===== src/rtl/imm_sel_ctrl_if.sv =====
`default_nettype none
// ============================================================================
// Module      : imm_sel_ctrl_if
// Description : Bundles the fetch-side and execute-side handshake and data
//               signals of imm_sel_ctrl.
//               slave  : the controller side (sees fetch inputs, drives results)
//               master : the environment side (drives fetch, consumes results)
//   flush        branch redirect, drops buffered entries
//   in_valid     fetch presents an instruction
//   in_ready     controller can accept this cycle
//   in_inst      instruction word
//   in_pc        instruction address
//   out_valid    registered result valid
//   out_ready    downstream accepts
//   out_inst     instruction passed through
//   out_pc       pc passed through
//   out_imm_sel  immediate type select
//   out_imm      expanded immediate
//   out_illegal  opcode has no immediate or is unrecognised
// Revision    : 1.0 - initial release
// ============================================================================
interface imm_sel_ctrl_if #(
   parameter int XLEN = 32
);
   logic            flush;
   logic            in_valid;
   logic            in_ready;
   logic [XLEN-1:0] in_inst;
   logic [XLEN-1:0] in_pc;
   logic            out_valid;
   logic            out_ready;
   logic [XLEN-1:0] out_inst;
   logic [XLEN-1:0] out_pc;
   logic [2:0]      out_imm_sel;
   logic [XLEN-1:0] out_imm;
   logic            out_illegal;

   modport slave (
      input  flush, in_valid, in_inst, in_pc, out_ready,
      output in_ready, out_valid, out_inst, out_pc, out_imm_sel, out_imm, out_illegal
   );

   modport master (
      output flush, in_valid, in_inst, in_pc, out_ready,
      input  in_ready, out_valid, out_inst, out_pc, out_imm_sel, out_imm, out_illegal
   );
endinterface
`default_nettype wire


===== src/rtl/imm_sel_ctrl.sv =====
`default_nettype none
// ============================================================================
// Module      : imm_sel_ctrl
// Description : Decode-side immediate select / expansion stage. Classifies the
//               opcode into a 3-bit immediate-type select, expands the 32-bit
//               immediate and registers the result. A primary output register
//               plus one skid entry keep back-pressure from dropping anything.
// Ports       : clk  - core clock, all state on the rising edge
//               rst  - synchronous reset, active-high
//               bus  - imm_sel_ctrl_if.slave (fetch handshake in, result out)
// Options     : IMM_SEL_JTYPE_EN - when defined, JAL (1101111) decodes to
//               select 101 with a J-type immediate; otherwise JAL is illegal.
// Revision    : 1.0 - initial release
// ============================================================================
module imm_sel_ctrl #(
   parameter int         XLEN        = 32,
   parameter logic [2:0] ILLEGAL_SEL = 3'b111
) (
   input  wire logic     clk,
   input  wire logic     rst,
   imm_sel_ctrl_if.slave bus
);

   typedef struct packed {
      logic [XLEN-1:0] inst;
      logic [XLEN-1:0] pc;
      logic [XLEN-1:0] imm;
      logic [2:0]      sel;
      logic            illegal;
   } entry_t;

   entry_t pri_q,  pri_d;
   entry_t skid_q, skid_d;
   logic   pri_valid_q,  pri_valid_d;
   logic   skid_valid_q, skid_valid_d;
   logic   in_ready_q,   in_ready_d;

   entry_t     new_e;
   logic [6:0] opcode;
   logic [2:0] funct3;
   logic       sgn;
   logic       accept;

   assign opcode = bus.in_inst[6:0];
   assign funct3 = bus.in_inst[14:12];
   assign sgn    = bus.in_inst[XLEN-1];
   // A flush-cycle input is discarded rather than accepted.
   assign accept = bus.in_valid & in_ready_q & ~bus.flush;

   // Opcode classification and immediate expansion
   always_comb begin
      new_e         = '0;
      new_e.inst    = bus.in_inst;
      new_e.pc      = bus.in_pc;
      new_e.sel     = ILLEGAL_SEL;
      new_e.illegal = 1'b1;
      case (opcode)
         7'b0010011: begin
            new_e.illegal = 1'b0;
            // Shift-immediates carry an unsigned 5-bit shamt, not a signed imm.
            if (funct3 == 3'b001 || funct3 == 3'b101) begin
               new_e.sel = 3'b000;
               new_e.imm = {{(XLEN-5){1'b0}}, bus.in_inst[24:20]};
            end else begin
               new_e.sel = 3'b001;
               new_e.imm = {{(XLEN-12){sgn}}, bus.in_inst[31:20]};
            end
         end
         7'b0000011, 7'b1100111: begin
            new_e.illegal = 1'b0;
            new_e.sel     = 3'b001;
            new_e.imm     = {{(XLEN-12){sgn}}, bus.in_inst[31:20]};
         end
         7'b0100011: begin
            new_e.illegal = 1'b0;
            new_e.sel     = 3'b010;
            new_e.imm     = {{(XLEN-12){sgn}}, bus.in_inst[31:25], bus.in_inst[11:7]};
         end
         7'b1100011: begin
            new_e.illegal = 1'b0;
            new_e.sel     = 3'b011;
            new_e.imm     = {{(XLEN-13){sgn}}, bus.in_inst[31], bus.in_inst[7],
                             bus.in_inst[30:25], bus.in_inst[11:8], 1'b0};
         end
         7'b0110111, 7'b0010111: begin
            new_e.illegal = 1'b0;
            new_e.sel     = 3'b100;
            new_e.imm     = {bus.in_inst[31:12], 12'h000};
         end
`ifdef IMM_SEL_JTYPE_EN
         7'b1101111: begin
            new_e.illegal = 1'b0;
            new_e.sel     = 3'b101;
            new_e.imm     = {{(XLEN-21){sgn}}, bus.in_inst[31], bus.in_inst[19:12],
                             bus.in_inst[20], bus.in_inst[30:21], 1'b0};
         end
`else
         // JAL falls through to the illegal default when J-type is disabled.
`endif
         default: ;
      endcase
   end

   // Primary/skid transfer logic
   always_comb begin
      pri_d        = pri_q;
      pri_valid_d  = pri_valid_q;
      skid_d       = skid_q;
      skid_valid_d = skid_valid_q;
      if (bus.flush) begin
         pri_valid_d  = 1'b0;
         skid_valid_d = 1'b0;
      end else if (!pri_valid_q || bus.out_ready) begin
         // Primary is free this edge: older skid entry goes first to keep
         // FIFO order. An accept cannot coincide with a full skid because
         // in_ready is low whenever the skid holds an entry.
         if (skid_valid_q) begin
            pri_d        = skid_q;
            pri_valid_d  = 1'b1;
            skid_valid_d = 1'b0;
         end else if (accept) begin
            pri_d       = new_e;
            pri_valid_d = 1'b1;
         end else begin
            pri_valid_d = 1'b0;
         end
      end else if (accept) begin
         skid_d       = new_e;
         skid_valid_d = 1'b1;
      end
      // Registered so in_ready never depends combinationally on out_ready.
      in_ready_d = ~skid_valid_d;
   end

   always_ff @(posedge clk) begin
      if (rst) begin
         pri_q        <= '0;
         skid_q       <= '0;
         pri_valid_q  <= 1'b0;
         skid_valid_q <= 1'b0;
         in_ready_q   <= 1'b1;
      end else begin
         pri_q        <= pri_d;
         skid_q       <= skid_d;
         pri_valid_q  <= pri_valid_d;
         skid_valid_q <= skid_valid_d;
         in_ready_q   <= in_ready_d;
      end
   end

   assign bus.in_ready    = in_ready_q;
   assign bus.out_valid   = pri_valid_q;
   assign bus.out_inst    = pri_q.inst;
   assign bus.out_pc      = pri_q.pc;
   assign bus.out_imm_sel = pri_q.sel;
   assign bus.out_imm     = pri_q.imm;
   assign bus.out_illegal = pri_q.illegal;

endmodule
`default_nettype wire


===== src/flat_wrapper.sv =====
// flat-port wrapper written by rule: the top's interface ports become plain ports
module imm_sel_ctrl_flat 
#(
   parameter int         XLEN        = 32,
   parameter logic [2:0] ILLEGAL_SEL = 3'b111
)
  (clk, rst, bus_flush, bus_in_valid, bus_in_inst, bus_in_pc, bus_out_ready, bus_in_ready, bus_out_valid, bus_out_inst, bus_out_pc, bus_out_imm_sel, bus_out_imm, bus_out_illegal);
  imm_sel_ctrl_if #(.XLEN(XLEN)) bus_i ();
  input  wire logic clk;
  input  wire logic rst;
  input wire logic [$bits(bus_i.flush)-1:0] bus_flush;
  input wire logic [$bits(bus_i.in_valid)-1:0] bus_in_valid;
  input wire logic [$bits(bus_i.in_inst)-1:0] bus_in_inst;
  input wire logic [$bits(bus_i.in_pc)-1:0] bus_in_pc;
  input wire logic [$bits(bus_i.out_ready)-1:0] bus_out_ready;
  output wire logic [$bits(bus_i.in_ready)-1:0] bus_in_ready;
  output wire logic [$bits(bus_i.out_valid)-1:0] bus_out_valid;
  output wire logic [$bits(bus_i.out_inst)-1:0] bus_out_inst;
  output wire logic [$bits(bus_i.out_pc)-1:0] bus_out_pc;
  output wire logic [$bits(bus_i.out_imm_sel)-1:0] bus_out_imm_sel;
  output wire logic [$bits(bus_i.out_imm)-1:0] bus_out_imm;
  output wire logic [$bits(bus_i.out_illegal)-1:0] bus_out_illegal;
  assign bus_i.flush = bus_flush;
  assign bus_i.in_valid = bus_in_valid;
  assign bus_i.in_inst = bus_in_inst;
  assign bus_i.in_pc = bus_in_pc;
  assign bus_i.out_ready = bus_out_ready;
  assign bus_in_ready = bus_i.in_ready;
  assign bus_out_valid = bus_i.out_valid;
  assign bus_out_inst = bus_i.out_inst;
  assign bus_out_pc = bus_i.out_pc;
  assign bus_out_imm_sel = bus_i.out_imm_sel;
  assign bus_out_imm = bus_i.out_imm;
  assign bus_out_illegal = bus_i.out_illegal;
  imm_sel_ctrl #(.XLEN(XLEN), .ILLEGAL_SEL(ILLEGAL_SEL)) u_core (.clk(clk), .rst(rst), .bus(bus_i));
endmodule

===== config.mk =====
export PLATFORM = sky130hd
export DESIGN_NAME = imm_sel_ctrl_flat
export DESIGN_NICKNAME = d
export VERILOG_FILES = /design/src/rtl/imm_sel_ctrl_if.sv /design/src/rtl/imm_sel_ctrl.sv /design/src/flat_wrapper.sv
export SDC_FILE = /design/constraint.sdc
export NUM_CORES = 1
export LEC_CHECK = 0
export CAP_MARGIN = 20
export CORE_ASPECT_RATIO = 0.6
export CORE_MARGIN = 8
export CORE_UTILIZATION = 47
export CTS_BUF_LIST = sky130_fd_sc_hd__clkbuf_16
export DETAILED_ROUTE_END_ITERATION = 8
export PLACE_DENSITY = 0.77
export SLEW_MARGIN = 10
export SYNTH_ARGS = -nofsm -noshare
export SYNTH_HDL_FRONTEND = slang
export SYNTH_SLANG_ARGS = --single-unit

===== constraint.sdc =====
create_clock -name clk -period 1.8 [get_ports clk]
set_clock_uncertainty 0.15 [all_clocks]
set_input_delay 0.45 -clock clk [delete_from_list [all_inputs] [get_ports clk]]
set_output_delay 0.45 -clock clk [all_outputs]
set_load 0.02 [all_outputs]

==> run metrics <==
outcome complete, no violations; Synth Instances 971; FF/Latch Area roughly 4000 um2; count of input and output buffers 170; Synth Cell Area 8500 um2; fin area 12200 um2; CP Capture Type primary output; hold path startpoint bus_in_inst[4]; final antenna-violating net count 0; slowest stage delay, CP between 300 and 400 ps; ranking of synthesized cells by area dfxtp_1, a211oi_1, mux2i_1; final critical-path required period roughly 1800 ps; DR vias 8395; Async SR Flop Fraction 0%; Pwr Total 9.94 mW; first-pass iteration count of the detailed router 5; Clock Sink Count 203; vias per cell 5.83; multi-input logic area between 4000 and 5000 um2; buffer levels on the longest clock path 3; first-pass GRT wire length 43400 um; # diodes 0; Worst Path Buf+Inv 1; top_reg_cell synth dfxtp_1; syn avg cell area 8.76 um2; top cell type's share of synthesized area 47.8%; initial antenna violation count 1; CP max-delay cell dfxtp_1; Synthesis Warnings 0; post-DP HPWL 17600 um; final hold violations 0; Post-DP Area 11000 um2; worst-path fanout max 2; sequential share of the synthesized area 47.8%; number of I/O pins roughly 170; FP Rows 38; pin count of the biggest net entering global routing 65; clock transition at the registers of the reported paths 70 ps; core area 17900 um2; GRT Resource Usage Total 23.1%; Root Driver clkbuf_16; post-layout net count 1257; worst-path cell chain dlygate4sd2_1; Initial Util between 40% and 50%; H-tree Lvls 1; Die Span Y 120 um; post-synthesis cell type count 53; period utilisation layout 99.8%; routed len/inst slightly above 20 um; critical path arrival 1200 ps; Fin Hold WS 135 ps; number of global-route vias before repair 7849; Die W 190 um; worst slew pin tran 688 ps; Max-Cap Viols 0; Synth area leader dfxtp_1; Pleak about 4.3 nW; Iter 0 DRT Violations roughly 840; Setup Viol. Count Final 0; flops & latches, synth 203; final RePlAce weighted congestion 0.877; fmax approximately 560 MHz; cell area power density slightly above 800 nW/um2; CP delay by family, top flip-flops; FF-to-FF Start u_core.bus.in_ready; Num CTS Buffers 20; Max IR drop VDD 0.580 mV; Core Util, Final 68.1%; critical setup path kind flip-flop to primary output; Post-synth EDFFs 0; pins over their slew limit 0; share of cells above drive strength 1 between 10% and 20%; Area Growth Syn to Fin 43.2%; CP startpoint u_core.bus.out_imm[17]; slew margin rel. 54.1%; syn_nets 1040; Startpoint Class flip-flop; Hold Path Class primary input to flip-flop; Post-Route WL between 20000 and 30000 um; Remaining DRCs 0; FILL cells 1412; CTS tree built; worst skew pair latency 500 ps; worst path required time between 1000 and 1500 ps; total global routing overflow 0; die area 22800 um2
## Yosys cell counts (7+ instances only)
cell	instances
nor3_1	7
o2bb2ai_1	20
nor4_1	22
clkbuf_1	52
o21ai_0	7
dfxtp_1	203
nand2_1	148
buf_2	27
a211oi_1	94
mux2i_1	63
buf_1	10
o32ai_1	19
nor2_1	91
nand4_1	7
inv_1	22
a21oi_1	101
## state kept, by name, summed over array words and instances, names as in the netlist
register / flops
u_core.skid_valid_q: 1
u_core.bus.in_ready: 1
u_core.bus.out_inst: 32
u_core.bus.out_imm: 32
u_core.bus.out_valid: 1
u_core.skid_q: 100
u_core.bus.out_illegal: 1
u_core.bus.out_pc: 32
u_core.bus.out_imm_sel: 3
## layout by cell type (no fill, tap or decap), types with 7 or more instances in the layout
| master | synthesis | final |
|---|---|---|
| dfxtp_1 | 203 | 201 |
| nand2_1 | 148 | 147 |
| a21oi_1 | 101 | 98 |
| nor2_1 | 91 | 90 |
| buf_4 | 2 | 78 |
| a211oi_1 | 94 | 70 |
| mux2i_1 | 63 | 63 |
| clkdlybuf4s50_1 | 0 | 54 |
| clkdlybuf4s15_1 | 0 | 46 |
| dlygate4sd2_1 | 0 | 32 |
| clkbuf_2 | 0 | 28 |
| clkbuf_16 | 0 | 26 |
| a211oi_2 | 1 | 25 |
| inv_1 | 22 | 24 |
| nor4_1 | 22 | 20 |
| o2bb2ai_1 | 20 | 20 |
| buf_6 | 3 | 16 |
| buf_12 | 0 | 13 |
| o32ai_2 | 0 | 12 |
| clkinv_1 | 1 | 9 |
| o21ai_0 | 7 | 7 |
| nand4_1 | 7 | 7 |
## stage by stage
stage               setup WS, ps  TNS [ps]  instances
floorplan                  -29.2      -248        971
detailed placement          -721   -103820       1378
finish                      3.55         0       1439
global route               -83.7      -268       1439
global placement            -604    -95590       1378
CTS                        -15.2     -23.1       1425
## per-layer routing
metal / wire (um) / vias up / GRT usage (%)
li1: - / 3907 / -
met1: 13200 / 4087 / 32.2
met2: 13100 / 351 / 36.3
met3: 2580 / 48 / 5.89
met4: 404 / 2 / 3.79
met5: 8 / - / 0
## power breakdown
part	switching, mW	internal (mW)
registers	0.0774	4.63
logic	0.794	0.623
clock network	1.73	2.09
total	2.60	7.35
## layout make-up
type                            instances  area share, %
Sequential cell                       203           33.4
Multi-Input combinational cell        651           35.0
Inverter                               23          0.709
Timing Repair Buffer                  289           23.7
Clock inverter                         12          0.421
Tap cell                              240           2.47
Clock buffer                           21           4.32
## kinds of logic after synthesis
group / after synthesis / synth area share (%)
multiplexers: 63 / 7.42
buffers and inverters: 117 / 5.92
AND/OR/NAND/NOR: 313 / 16.5
AO/OA/AOI/OAI: 275 / 22.4
flip-flops: 203 / 47.8
## what timing repair did
action	in CTS	in global routing
setup endpoints to repair	199	201
hold buffers	0	0
cloned	6	5
pin swaps	11	9
setup buffers	8	12
resized for setup	184	134
## path summary, 6_finish.rpt
kind	end	slack [ps]	cells after the start
setup / recovery	bus_out_imm[17]	4	1
hold / removal	u_core.skid_q[72]	130	3
setup reg to reg	u_core.bus.out_imm[29]	30	8
hold reg to reg	u_core.skid_q[88]	300	2
Power figures use the tool's default switching activity.
